==> src/rtl/flp_pkg.sv <==
// Shared packed-float format for the FP add front end: field widths and field extract helpers.
// Default format is IEEE single precision with two guard/round bits below the fraction.
package flp_pkg;

    localparam int EWIDTH  = 8;
    localparam int SWIDTH  = 23;
    localparam int RSWIDTH = 2;
    localparam int FWIDTH  = 1 + EWIDTH + SWIDTH;
    localparam int GWIDTH  = 1 + SWIDTH + RSWIDTH;

    typedef logic [FWIDTH-1:0] flp_t;

    // Operand after unpacking: effective exponent and {hidden,frac,guard/round} significand.
    typedef struct packed {
        logic              sign;
        logic [EWIDTH-1:0] exp;
        logic [GWIDTH-1:0] sg;
    } unpacked_t;

    function automatic logic fp_sign(input flp_t f);
        return f[FWIDTH-1];
    endfunction

    function automatic logic [EWIDTH-1:0] fp_exp(input flp_t f);
        return f[FWIDTH-2 -: EWIDTH];
    endfunction

    function automatic logic [SWIDTH-1:0] fp_frac(input flp_t f);
        return f[SWIDTH-1:0];
    endfunction

endpackage

==> src/rtl/flp_align_if.sv <==
// Operand-in / aligned-operands-out bus of flp_align. The slave modport is the aligner,
// the master modport is whoever feeds operands and consumes aligned results.
interface flp_align_if;

    logic [flp_pkg::FWIDTH-1:0] i_a;
    logic [flp_pkg::FWIDTH-1:0] i_b;
    logic                       i_valid;
    logic                       o_ready;
    logic                       o_sign_l;
    logic                       o_sign_s;
    logic [flp_pkg::EWIDTH-1:0] o_exp;
    logic [flp_pkg::GWIDTH-1:0] o_sg_l;
    logic [flp_pkg::GWIDTH-1:0] o_sg_s;
    logic                       o_swap;
    logic                       o_valid;
    logic                       i_ready;

    modport slave (
        input  i_a, i_b, i_valid, i_ready,
        output o_ready, o_sign_l, o_sign_s, o_exp, o_sg_l, o_sg_s, o_swap, o_valid
    );

    modport master (
        output i_a, i_b, i_valid, i_ready,
        input  o_ready, o_sign_l, o_sign_s, o_exp, o_sg_l, o_sg_s, o_swap, o_valid
    );

endinterface

==> src/rtl/flp_shrjam_var.sv <==
// Combinational variable right shift with sticky jamming: every bit shifted out is ORed
// into the result LSB. Shift amounts of W or more leave only the sticky bit.
module flp_shrjam_var #(
    parameter int W  = 26,
    parameter int AW = 8
) (
    input  logic [W-1:0]  din,
    input  logic [AW-1:0] amt,
    output logic [W-1:0]  dout
);

    logic [W-1:0] shifted;
    logic [W-1:0] lost_mask;

    always_comb begin
        shifted   = '0;
        lost_mask = '0;
        dout      = '0;
        if (int'(amt) >= W) begin
            dout = {{(W-1){1'b0}}, |din};
        end else begin
            shifted   = din >> amt;
            lost_mask = ~({W{1'b1}} << amt);
            dout      = shifted | {{(W-1){1'b0}}, |(din & lost_mask)};
        end
    end

endmodule

==> src/rtl/flp_align.sv <==
// Two-stage pre-add aligner: S1 unpacks and orders operands by exponent, S2 shifts the
// smaller significand right with sticky jam. FLP_ALIGN_SUBNORM_EN enables subnormal inputs.
module flp_align
    import flp_pkg::*;
(
    input  logic       clk,
    input  logic       nrst,
    flp_align_if.slave bus
);

    function automatic unpacked_t unpack(input flp_t f);
        unpacked_t u;
        u.sign = fp_sign(f);
`ifdef FLP_ALIGN_SUBNORM_EN
        // Subnormals sit at exponent 1 with no hidden bit.
        if (fp_exp(f) == '0) begin
            u.exp = EWIDTH'(1);
            u.sg  = {1'b0, fp_frac(f), {RSWIDTH{1'b0}}};
        end else begin
            u.exp = fp_exp(f);
            u.sg  = {1'b1, fp_frac(f), {RSWIDTH{1'b0}}};
        end
`else
        if (fp_exp(f) == '0) begin
            u.exp = '0;
            u.sg  = '0;
        end else begin
            u.exp = fp_exp(f);
            u.sg  = {1'b1, fp_frac(f), {RSWIDTH{1'b0}}};
        end
`endif
        return u;
    endfunction

    unpacked_t         ua;
    unpacked_t         ub;
    logic              swap_in;
    logic [EWIDTH-1:0] diff_in;

    assign ua      = unpack(bus.i_a);
    assign ub      = unpack(bus.i_b);
    // Ordering uses raw exponents; the effective exponents never reverse that order.
    assign swap_in = fp_exp(bus.i_b) > fp_exp(bus.i_a);
    assign diff_in = swap_in ? (ub.exp - ua.exp) : (ua.exp - ub.exp);

    // Handshake: a transfer happens on a clock edge where valid and ready are both high.
    // S2 advances when it is empty or downstream takes its word (i_ready); S1 advances
    // (and o_ready is high) when S1 is empty or S2 advances. Data never passes i->o comb.
    logic s1_valid;
    logic s2_adv;
    logic accept;

    assign s2_adv      = !bus.o_valid || bus.i_ready;
    assign bus.o_ready = !s1_valid || s2_adv;
    assign accept      = bus.i_valid && bus.o_ready;

    logic              s1_sign_l;
    logic              s1_sign_s;
    logic [EWIDTH-1:0] s1_exp;
    logic [GWIDTH-1:0] s1_sg_l;
    logic [GWIDTH-1:0] s1_sg_s;
    logic [EWIDTH-1:0] s1_diff;
    logic              s1_swap;

    always_ff @(posedge clk or negedge nrst) begin
        if (!nrst) begin
            s1_valid  <= 1'b0;
            s1_sign_l <= 1'b0;
            s1_sign_s <= 1'b0;
            s1_exp    <= '0;
            s1_sg_l   <= '0;
            s1_sg_s   <= '0;
            s1_diff   <= '0;
            s1_swap   <= 1'b0;
        end else begin
            if (accept) begin
                s1_valid  <= 1'b1;
                s1_sign_l <= swap_in ? ub.sign : ua.sign;
                s1_sign_s <= swap_in ? ua.sign : ub.sign;
                s1_exp    <= swap_in ? ub.exp  : ua.exp;
                s1_sg_l   <= swap_in ? ub.sg   : ua.sg;
                s1_sg_s   <= swap_in ? ua.sg   : ub.sg;
                s1_diff   <= diff_in;
                s1_swap   <= swap_in;
            end else if (s2_adv) begin
                s1_valid <= 1'b0;
            end
        end
    end

    logic [GWIDTH-1:0] sg_s_aligned;

    flp_shrjam_var #(
        .W  (GWIDTH),
        .AW (EWIDTH)
    ) u_shrjam (
        .din  (s1_sg_s),
        .amt  (s1_diff),
        .dout (sg_s_aligned)
    );

    always_ff @(posedge clk or negedge nrst) begin
        if (!nrst) begin
            bus.o_valid  <= 1'b0;
            bus.o_sign_l <= 1'b0;
            bus.o_sign_s <= 1'b0;
            bus.o_exp    <= '0;
            bus.o_sg_l   <= '0;
            bus.o_sg_s   <= '0;
            bus.o_swap   <= 1'b0;
        end else if (s2_adv) begin
            bus.o_valid <= s1_valid;
            if (s1_valid) begin
                bus.o_sign_l <= s1_sign_l;
                bus.o_sign_s <= s1_sign_s;
                bus.o_exp    <= s1_exp;
                bus.o_sg_l   <= s1_sg_l;
                bus.o_sg_s   <= sg_s_aligned;
                bus.o_swap   <= s1_swap;
            end
        end
    end

endmodule
==> src/flat_wrapper.sv <==
// flat-port wrapper written by rule: the top's interface ports become plain ports
module flp_align_flat import flp_pkg::*;
  (clk, nrst, bus_i_a, bus_i_b, bus_i_valid, bus_i_ready, bus_o_ready, bus_o_sign_l, bus_o_sign_s, bus_o_exp, bus_o_sg_l, bus_o_sg_s, bus_o_swap, bus_o_valid);
  flp_align_if bus_i ();
  input  logic clk;
  input  logic nrst;
  input wire logic [$bits(bus_i.i_a)-1:0] bus_i_a;
  input wire logic [$bits(bus_i.i_b)-1:0] bus_i_b;
  input wire logic [$bits(bus_i.i_valid)-1:0] bus_i_valid;
  input wire logic [$bits(bus_i.i_ready)-1:0] bus_i_ready;
  output wire logic [$bits(bus_i.o_ready)-1:0] bus_o_ready;
  output wire logic [$bits(bus_i.o_sign_l)-1:0] bus_o_sign_l;
  output wire logic [$bits(bus_i.o_sign_s)-1:0] bus_o_sign_s;
  output wire logic [$bits(bus_i.o_exp)-1:0] bus_o_exp;
  output wire logic [$bits(bus_i.o_sg_l)-1:0] bus_o_sg_l;
  output wire logic [$bits(bus_i.o_sg_s)-1:0] bus_o_sg_s;
  output wire logic [$bits(bus_i.o_swap)-1:0] bus_o_swap;
  output wire logic [$bits(bus_i.o_valid)-1:0] bus_o_valid;
  assign bus_i.i_a = bus_i_a;
  assign bus_i.i_b = bus_i_b;
  assign bus_i.i_valid = bus_i_valid;
  assign bus_i.i_ready = bus_i_ready;
  assign bus_o_ready = bus_i.o_ready;
  assign bus_o_sign_l = bus_i.o_sign_l;
  assign bus_o_sign_s = bus_i.o_sign_s;
  assign bus_o_exp = bus_i.o_exp;
  assign bus_o_sg_l = bus_i.o_sg_l;
  assign bus_o_sg_s = bus_i.o_sg_s;
  assign bus_o_swap = bus_i.o_swap;
  assign bus_o_valid = bus_i.o_valid;
  flp_align u_core (.clk(clk), .nrst(nrst), .bus(bus_i));
endmodule
==> config.mk <==
export PLATFORM = sky130hd
export DESIGN_NAME = flp_align_flat
export DESIGN_NICKNAME = d
export VERILOG_FILES = /design/src/rtl/flp_pkg.sv /design/src/rtl/flp_align_if.sv /design/src/rtl/flp_shrjam_var.sv /design/src/rtl/flp_align.sv /design/src/flat_wrapper.sv
export SDC_FILE = /design/constraint.sdc
export NUM_CORES = 1
export LEC_CHECK = 0
export ABC_AREA = 0
export BUFFER_PORTS_ARGS = -buffer_cell sky130_fd_sc_hd__buf_2
export CAP_MARGIN = 40
export CORE_UTILIZATION = 35
export CTS_BUF_LIST = sky130_fd_sc_hd__clkbuf_8
export CTS_CLUSTER_SIZE = 14
export DETAILED_ROUTE_END_ITERATION = 12
export PLACE_DENSITY_LB_ADDON = 0.3
export SYNTH_ARGS = -nofsm -noshare
export SYNTH_HDL_FRONTEND = slang
export SYNTH_SLANG_ARGS = --single-unit
==> constraint.sdc <==
create_clock -name clk -period 2.3 [get_ports clk]
set_input_delay 0.345 -clock clk [delete_from_list [all_inputs] [get_ports clk]]
set_output_delay 0.345 -clock clk [all_outputs]
set_load 0.03 [all_outputs]
==> flow_summary.json <==
{
  "track_usage_pct": 20.63,
  "start_kind": "flip-flop",
  "pre_cts_ws_ps": -89.25,
  "p_leak_nw": 4.566,
  "synth_top_family_by_area": "simple AND/OR/NAND/NOR gates",
  "synth_edf_count": 0,
  "hp-start": "bus_i_b[18]",
  "grt_max_degree": 61,
  "synth_seq_cells": 130,
  "grt_pass1_wl_mm": 38.32,
  "period_share_pct": 95.47,
  "final_antenna_net_count": 0,
  "syn_area_um2": 7995,
  "die_w_um": 153.1,
  "finalWeightedCongestion": 0.9373,
  "grt_pass1_vias": 7073,
  "critPathArrivalTime_ps": 2540,
  "rrSetupSlack_ps": 100,
  "layout_common_cells": "buf_2 (129), dfrtp_1 (129), nand3_1 (104)",
  "crit_required_ps": 2640,
  "clockBufferDepth": 2,
  "initial_utilization_pct": 36.19,
  "power_density_nw_per_um2": 904.6,
  "clkLatencyLatePin_ps": 440,
  "area_growth_pct": 21.52,
  "crit-reg2reg-launch": "u_core.s1_diff[0]",
  "ys_warn_count": 0,
  "reg2regPathDepth": 9,
  "cp_max_fo": 11,
  "synth_top_flop_cell": "dfrtp_1",
  "grt_overflow": 0,
  "cts_setup_buffers": 0,
  "clk_pin_slew_ps": 80,
  "setup_viol": 0,
  "totalWireLength_mm": 23.60,
  "die_h_um": 153.1,
  "ys_types": 72,
  "routed_via_density": 5.479,
  "netlist_instances": 879,
  "path_class": "flip-flop to flip-flop",
  "fp.coreArea_um2": 22090,
  "yosys.area_share.xor_xnor_pct": 0.4382,
  "root_buffer": "clkbuf_8",
  "synth_compound_area_share_pct": 16.43,
  "drt_iter0_drc": 419,
  "synthMuxAreaShare_pct": 12.43,
  "antenna_found_initial": 0,
  "drv_slew": 0,
  "min_delay_path_depth": 3,
  "firstDrtPassIters": 5,
  "skew_ps": 14.76,
  "slew_headroom_pct": 66.66,
  "ir_drop_mv": 0.4251,
  "hold_violations": 0,
  "r2r-end": "u_core.bus.o_sg_s[0]",
  "outcome": "finished clean",
  "hp-class": "input pin to flip-flop",
  "min_to": "u_core.s1_sg_s[20]",
  "fin_ws_ps": 104.1,
  "wl_per_cell_um": 17.99,
  "utilization_pct": 43.97,
  "ios": 133,
  "tightest_slew_ps": 500.1,
  "maxCapViolCount": 0,
  "drc": 0,
  "dp_cells": 1280,
  "synth_fa_ha_area_share_pct": 3.944,
  "numClockSinks": 130,
  "cts_buffers": 17,
  "end_kind": "flip-flop",
  "max_freq_ghz": 0.4554,
  "via_count": 7189,
  "rsz0062_at_grt": "no",
  "synthArstFlopShare_pct": 100.0,
  "portBuffers": 130,
  "layoutNonFillerInstCount": 1312,
  "drive_above_1_share_pct": 29.07,
  "tritoncts": "yes",
  "diodes": 0,
  "h-tree-depth": 4,
  "synth-simple-area-share_pct": 19.70,
  "ys_seq_area_share_pct": 40.69,
  "dieArea_um2": 23450,
  "post-dp-hpwl_mm": 17.72,
  "num_rows": 54,
  "synth_area_per_cell_um2": 9.096,
  "fin_crit_ps": 2196,
  "nNetsFinal": 1112
}
-- state kept, by name, summed over array words and instances, names as in the netlist, 8 cells and up --
name	count
u_core.bus.o_sg_l	24
u_core.s1_diff	8
u_core.s1_sg_s	24
u_core.s1_sg_l	24
u_core.bus.o_exp	8
u_core.bus.o_sg_s	26
u_core.s1_exp	8
-- synth_stat cells (4+ instances only) --
library cell	count	share of area, %
a22oi_1	4	0.38
a221oi_1	9	0.99
mux2_2	44	6.2
clkbuf_1	46	2.2
nor2_1	58	2.7
mux4_2	5	1.4
buf_4	6	0.56
ha_1	22	3.4
o31ai_1	5	0.47
and2_1	6	0.47
a211oi_1	9	0.85
nand2_1	95	4.5
and3_1	7	0.55
nor3_1	15	0.94
mux4_1	4	1.3
mux2i_1	28	3.5
a31oi_1	7	0.55
a221o_1	9	1.1
nor2b_1	6	0.47
nand3_1	104	6.5
o21a_1	6	0.56
o211ai_1	7	0.66
nor4_1	9	0.70
a22o_1	9	0.99
o21ai_1	4	0.25
a21oi_1	37	2.3
dfrtp_1	130	41
o21ai_0	53	3.3
nand4_1	5	0.39
nand2b_1	7	0.55
buf_1	6	0.28
buf_2	19	1.2
o22ai_1	4	0.31
a21o_1	7	0.66
inv_1	31	1.5
-- cell families after synthesis --
logic type / Yosys count
AND/OR/NAND/NOR: 330
flip-flops: 130
buffers and inverters: 112
multiplexers: 81
other: 1
adder cells (fa/ha/maj): 24
AO/OA/AOI/OAI: 197
XOR/XNOR: 4
-- layer usage --
layer | wire length (um) | GRT usage (%) | vias to the layer above
met5 | 0 | 0 | -
met4 | 400 | 6.445 | 0
met3 | 826 | 2.920 | 23
met2 | 11310 | 34.14 | 192
met1 | 11070 | 27.83 | 3518
li1 | - | - | 3456
-- worst max path at each step --
stage	slack, ps	from	endpoint
finish	100	u_core.s1_diff[0]	u_core.bus.o_sg_s[0]
global route	1	u_core.s1_diff[0]	u_core.bus.o_sg_s[3]
CTS	10	u_core.s1_diff[0]	u_core.bus.o_sg_s[0]
detailed placement	-90	bus_i_b[28]	u_core.s1_sg_l[4]
global placement	2	bus_i_b[28]	u_core.s1_sg_s[7]
floorplan	170	bus_i_a[28]	u_core.s1_sg_s[2]
-- power breakdown --
group	total (W)	internal, W	switching [W]
Sequential	0.00320	0.00276	0.000442
Clock	0.00205	0.00108	0.000965
Combinational	0.00354	0.00142	0.00213
Total	0.00879	0.00526	0.00353
-- cell type report --
type / count / area [um^2]
multi-input combinational: 638 / 4258
sequential: 130 / 3254
clock buffer: 21 / 289.0
clock inverter: 10 / 122.6
fill: 2156 / 12380
inverter: 31 / 116.4
timing repair buffer: 202 / 1325
tap: 280 / 350.3
-- worst max-delay path: stages, from the launching register on --
cell and delay (ps):
dfrtp_2 500, buf_4 190, buf_4 180, mux2i_2 170, nor3_1 150, a21oi_1 60, o21ai_1 390, a211o_1 190
nand2_1 50, a31oi_1 220
-- timing repair --
action,CTS,global route
endpoints found under the hold margin,41,0
hold buffers,1,0
setup endpoints to repair,0,8
resized for setup,0,4
-- metrics by stage --
step	total power [W]	setup TNS, ps	hold WS, ps	instance area, um^2
4_1_cts	0.008832	0	108.4	9702
5_1_grt	0.009303	0	120.2	9716
3_3_place_gp	0.006725	0	294.3	9280
2_1_floorplan	0.005479	0	49.41	7999
3_5_place_dp	0.006752	-544.4	298.5	9280
6_report	0.008789	0	137.6	9716
(Power assumes the default switching activity.)
